File: src/rtl/idu_decode_stage.sv
// RV32I decode stage: registers decoded {inst, pc} from IFU into a one-entry
// output buffer toward EXU, with flush and a saturating stall counter.
module idu_decode_stage #(
    parameter int unsigned WIDTH = 32,
    parameter int unsigned CNT_W = 32
) (
    input  logic              clk,
    input  logic              rst,
    input  logic              ifu_valid,
    input  logic [63:0]       ifu_data,
    output logic              idu_ready,
    input  logic              flush,
    output logic              idu_valid,
    input  logic              exu_ready,
    output logic [WIDTH-1:0]  idu_pc,
    output logic [31:0]       idu_inst,
    output logic [4:0]        idu_rs1,
    output logic [4:0]        idu_rs2,
    output logic [4:0]        idu_rd,
    output logic [31:0]       idu_imm,
    output logic [3:0]        idu_op,
    output logic              idu_rd_wen,
    output logic              idu_illegal,
    output logic [CNT_W-1:0]  stall_cnt
);

    localparam int unsigned INST_W = 32;
    localparam int unsigned OP_W   = 4;

    localparam logic [6:0] OPC_LUI    = 7'b0110111;
    localparam logic [6:0] OPC_AUIPC  = 7'b0010111;
    localparam logic [6:0] OPC_JAL    = 7'b1101111;
    localparam logic [6:0] OPC_JALR   = 7'b1100111;
    localparam logic [6:0] OPC_BRANCH = 7'b1100011;
    localparam logic [6:0] OPC_LOAD   = 7'b0000011;
    localparam logic [6:0] OPC_STORE  = 7'b0100011;
    localparam logic [6:0] OPC_OPIMM  = 7'b0010011;
    localparam logic [6:0] OPC_OP     = 7'b0110011;
    localparam logic [6:0] OPC_SYSTEM = 7'b1110011;
    localparam logic [6:0] OPC_FENCE  = 7'b0001111;

    typedef enum logic {S_EMPTY, S_FULL} state_t;

    state_t state_q, state_d;

    logic              accept;
    logic              fire;
    logic [INST_W-1:0] inst;
    logic [INST_W-1:0] imm_i, imm_s, imm_b, imm_u, imm_j;
    logic [INST_W-1:0] dec_imm;
    logic [OP_W-1:0]   dec_op;
    logic              dec_illegal;
    logic              dec_rd_wen;

    assign idu_valid = (state_q == S_FULL);
    assign idu_ready = (state_q == S_EMPTY) | exu_ready;
    assign accept    = ifu_valid & idu_ready & ~flush;
    assign fire      = idu_valid & exu_ready;

    // State register
    always_ff @(posedge clk) begin
        if (rst) state_q <= S_EMPTY;
        else     state_q <= state_d;
    end

    // Next state: flush wins; a drained slot refills in the same cycle
    always_comb begin
        state_d = state_q;
        if (flush) begin
            state_d = S_EMPTY;
        end else begin
            case (state_q)
                S_EMPTY: if (accept) state_d = S_FULL;
                S_FULL:  if (fire && !accept) state_d = S_EMPTY;
                default: state_d = S_EMPTY;
            endcase
        end
    end

    assign inst  = ifu_data[63:32];
    assign imm_i = {{20{inst[31]}}, inst[31:20]};
    assign imm_s = {{20{inst[31]}}, inst[31:25], inst[11:7]};
    assign imm_b = {{19{inst[31]}}, inst[31], inst[7], inst[30:25], inst[11:8], 1'b0};
    assign imm_u = {inst[31:12], 12'b0};
    assign imm_j = {{11{inst[31]}}, inst[31], inst[19:12], inst[20], inst[30:21], 1'b0};

    // Opcode decode of the incoming instruction
    always_comb begin
        dec_op      = 4'd15;
        dec_imm     = '0;
        dec_illegal = 1'b0;
        dec_rd_wen  = 1'b0;
        case (inst[6:0])
            OPC_LUI:    begin dec_op = 4'd0;  dec_imm = imm_u; end
            OPC_AUIPC:  begin dec_op = 4'd1;  dec_imm = imm_u; end
            OPC_JAL:    begin dec_op = 4'd2;  dec_imm = imm_j; end
            OPC_JALR:   begin dec_op = 4'd3;  dec_imm = imm_i; end
            OPC_BRANCH: begin dec_op = 4'd4;  dec_imm = imm_b; end
            OPC_LOAD:   begin dec_op = 4'd5;  dec_imm = imm_i; end
            OPC_STORE:  begin dec_op = 4'd6;  dec_imm = imm_s; end
            OPC_OPIMM:  begin dec_op = 4'd7;  dec_imm = imm_i; end
            OPC_OP:     begin dec_op = 4'd8;  end
            OPC_SYSTEM: begin dec_op = 4'd9;  dec_imm = imm_i; end
            OPC_FENCE:  begin dec_op = 4'd10; dec_imm = imm_i; end
            default:    begin dec_illegal = 1'b1; end
        endcase
        case (dec_op)
            4'd0, 4'd1, 4'd2, 4'd3, 4'd5, 4'd7, 4'd8, 4'd9:
                dec_rd_wen = (inst[11:7] != 5'd0);
            default: dec_rd_wen = 1'b0;
        endcase
    end

    // Output register: loads only on accept, so stalls and flushes leave it intact
    always_ff @(posedge clk) begin
        if (rst) begin
            idu_pc      <= '0;
            idu_inst    <= '0;
            idu_rs1     <= '0;
            idu_rs2     <= '0;
            idu_rd      <= '0;
            idu_imm     <= '0;
            idu_op      <= '0;
            idu_rd_wen  <= 1'b0;
            idu_illegal <= 1'b0;
        end else if (accept) begin
            idu_pc      <= WIDTH'(ifu_data[31:0]);
            idu_inst    <= inst;
            idu_rs1     <= inst[19:15];
            idu_rs2     <= inst[24:20];
            idu_rd      <= inst[11:7];
            idu_imm     <= dec_imm;
            idu_op      <= dec_op;
            idu_rd_wen  <= dec_rd_wen;
            idu_illegal <= dec_illegal;
        end
    end

    // Saturating count of back-pressured cycles
    always_ff @(posedge clk) begin
        if (rst) begin
            stall_cnt <= '0;
        end else if (idu_valid && !exu_ready && !flush && (stall_cnt != '1)) begin
            stall_cnt <= stall_cnt + CNT_W'(1);
        end
    end

endmodule

File: config.mk
export PLATFORM = sky130hd
export DESIGN_NAME = idu_decode_stage
export DESIGN_NICKNAME = d
export VERILOG_FILES = /design/src/rtl/idu_decode_stage.sv
export SDC_FILE = /design/constraint.sdc
export NUM_CORES = 1
export LEC_CHECK = 0
export CAP_MARGIN = 20
export CORE_ASPECT_RATIO = 0.5
export CORE_MARGIN = 2
export CORE_UTILIZATION = 40
export CTS_CLUSTER_DIAMETER = 40
export DETAILED_ROUTE_END_ITERATION = 16
export GPL_TIMING_DRIVEN = 0
export PLACE_DENSITY = 0.8
export SYNTH_ARGS = -nofsm -noshare
export SYNTH_HDL_FRONTEND = slang
export SYNTH_SLANG_ARGS = --single-unit
File: constraint.sdc
create_clock -name clk -period 1.85 [get_ports clk]
set_input_delay 0.185 -clock clk [delete_from_list [all_inputs] [get_ports clk]]
set_output_delay 0.185 -clock clk [all_outputs]
set_load 0.05 [all_outputs]
==> summary.md <==
| Metric | Value |
|---|---|
| Crit Reg-Reg Startpoint | idu_valid |
| Worst reg2reg path depth | 7 |
| Vias in the first global route | 5904 |
| Maximum capacitance violations | 0 |
| Post-synth ARST share | 0% |
| Setup CP Type | reg2reg |
| Startpoint Class | register |
| Final setup violation count | 28 |
| Setup TNS | -2.42 ns |
| Peak VDD IR | 0.715 mV |
| Fin crit share | 110% |
| Top-Level Pins | 220 |
| Wire per inst | 17.1 µm |
| Row Count | 31 |
| Critical Path Fanout Max | 6 |
| Synth area leader | dfxtp_1 |
| Failing checks | setup timing |
| Clock Skew | 0.0136 ns |
| Die Wd | 175 µm |
| Met3 Use GR | 4.67% |
| DRT Wirelength | 21000 µm |
| Initial antenna violation count | 0 |
| Sequential-to-total area share from yosys stat | 46.1% |
| Worst-skew pair later-pin latency | 0.42 ns |
| Core area | 14400 µm² |
| Fin nets | 1088 |
| Final Hold Fails | 0 |
| Largest net degree at the start of global routing | 17 |
| M1 GR Usage | 29.8% |
| CTS Hold Bufs | 0 |
| TritonCTS buffer count | 17 |
| Htree depth | 4 |
| Number of iterations in the first detailed-routing pass | 6 |
| Gpl congestion | 0.900 |
| N_diodes | 0 |
| Gate count of the mapped netlist | 749 |
| Worst setup margin | -0.177 ns |
| Detail Placement HPWL | 14300 µm |
| Initial DRC count | 401 |
| Area contributors post-synth | dfxtp_1 46%, nand2_1 11%, a21oi_1 9.3% |
| Netlist cell types | 53 |
| Tmin final | 2.03 ns |
| FMAX | 0.493 GHz |
| Fin util | 66.6% |
| Share of cells above drive strength 1 | 19.1% |
| Critical path required time | 2.18 ns |
| Worst-Margin Slew | 0.662 ns |
| Synthesized area per cell | 7.82 µm² |
| Crit path capture | stall_cnt[30] |
| Die height | 89.6 µm |
| Maximum clock path buffer count | 2 |
| Ys flop type | dfxtp_1 |
| Syn Nets | 819 |
| Critical Path Sink Type | register |
| Reg2reg end | stall_cnt[30] |
| Synth-to-Final Area Change | 63.5% |
| Crit. Startpoint | idu_valid |
| CTS tree | built |
| Die area | 15700 µm² |
| Synthesized area | 5860 µm² |
| Vias | 6543 |
| Worst slew margin | 55.9% |
| Global-route wire length before repair | 30600 µm |
| Status | finished with violations |
| Fin. max-slew vios | 0 |
| Worst min path class | in2reg |
| ANT nets after route | 0 |
| Mean number of vias per cell | 5.32 |
| Tot GR Track Use | 24.7% |
| Starting utilization of the core area | 40.7% |
| P_leak | 3.66 nW |
| Synth top area share | 46.1% |
| GRT overflow | 0 |
| Data arrival, critical path | 2.35 ns |
| Unrepaired setup endpoints after global routing | true |
| M2 GR Usage | 44.7% |
| Yosys reg bits | 135 |
| DRC | 0 |
| Most Crowded Layer GR | met2 |
| CTS clk-pin slew, worst paths | 0.07 ns |
| Synthesis Warnings | 0 |
| Clock sinks | 135 |
| I/O Buffers | 217 |
| EDFF count, synth | 0 |
| FF-to-FF setup slack | -0.18 ns |
| Root buf cell | clkbuf_16 |
| Pwr dens | 771 nW/µm² |
-- power by group --
part | internal (mW) | switching (mW) | leakage, nW | total, mW
clock | 1.85 | 1.39 | 0.275 | 3.24
sequential | 2.96 | 0.0483 | 1.12 | 3.01
combinational | 0.415 | 0.723 | 2.26 | 1.14
-- critical path: stages, from the launching register on --
cell and delay [ns]:
dfxtp_4 0.34, or3b_4 0.45, buf_6 0.15, nor3_4 0.20, nand4_1 0.19, buf_6 0.18, or3_1 0.30, a21oi_1 0.13
-- per-layer routing --
metal	vias to the layer above	share of wire, %
li1	3121	-
met1	3163	41
met2	221	52
met3	38	5.0
met4	0	2.2
met5	-	0
-- cells in the mapped netlist (2+ instances only) --
cell type	instances
clkbuf_1	42
o31ai_4	2
nor2b_1	9
a221oi_1	5
nor2_1	50
a32oi_1	2
or2_2	4
mux2_1	2
nand2_1	164
nand3b_1	2
buf_1	3
and3b_1	3
nor4_1	8
nor3b_1	4
xnor2_1	5
o2111ai_1	2
dfxtp_1	135
o21ai_0	31
a211oi_1	6
o211ai_1	24
xor2_1	3
nand2b_1	3
or3_1	22
or4_1	4
a21oi_1	109
buf_4	15
nand4_1	7
inv_1	29
nand3_1	13
a22o_1	5
o31ai_1	3
nor3_1	10
and2_1	2
and3_1	2
-- cell usage in the layout, fill, tap and decap left out, drive strengths merged, types with 6 or more instances in the layout --
cell	count
clkdlybuf4s50	191
nand2	164
dfxtp	135
a21oi	109
buf	55
clkbuf	54
nor2	50
inv	35
o21ai	32
o211ai	24
or3	22
dlygate4sd2	19
nand3	13
nor3	10
nor2b	9
nor4	9
nand4	8
dlymetal6s2s	7
o31ai	7
a211oi	6
clkinv	6
-- sequential cells by signal, indices dropped and copies added, names as in the netlist --
| name | cells |
|---|---|
| idu_inst | 32 |
| idu_pc | 32 |
| idu_op | 4 |
| idu_imm | 32 |
| stall_cnt | 32 |
| idu_rd_wen | 1 |
| idu_valid | 1 |
| idu_illegal | 1 |
-- kinds of logic after synthesis --
kind of cell | count (synthesis) | share of synthesized area (%)
AOI/OAI and AO/OA | 198 | 20.4
xor gates and xnor gates | 8 | 1.20
adders and majority gates | 1 | 0.214
buffers and inverters | 90 | 6.75
DFF | 135 | 46.1
muxes | 3 | 0.555
and+or+nand+nor | 314 | 24.8
-- cell type report --
class,instances,area [µm²]
Tap cell,198,248
Sequential cell,135,2800
Inverter,29,109
Buffer,60,342
Clock buffer,17,425
Clock inverter,15,125
Multi-Input combinational cell,525,3070
Timing Repair Buffer,250,2460
Fill cell,1166,4810
-- worst min path at each step --
stage	cells past startpoint	from	end	slack, ns
2_1_floorplan	1	flush	idu_valid	0.25
3_3_place_gp	2	idu_imm[28]	idu_imm[28]	0.44
3_5_place_dp	2	idu_imm[14]	idu_imm[14]	0.44
4_1_cts	3	rst	stall_cnt[15]	0.29
5_1_grt	3	ifu_data[5]	idu_pc[5]	0.32
6_report	3	rst	stall_cnt[15]	0.30
-- per-stage QoR --
step                cell area (µm²)  power, mW  hold slack [ns]  cells  setup WS [ns]
finish                         9580       7.39            0.304   1229         -0.177
global route                   9580       7.63            0.322   1229         -0.237
CTS                            9290       7.39            0.290   1218         -0.164
detailed placement             8420       4.17            0.444   1164         -0.833
global placement               8420       4.16            0.439   1164         -0.782
floorplan                      6000       3.70            0.254    749         -0.196
-- repair_timing --
action | in CTS | in global routing
gates resized for setup | 69 | 74
cloned | 1 | 1
buffers inserted | 22 | 11
pin swaps | 26 | 20
setup endpoints to repair | 149 | 90
(Power assumes the default switching activity.)
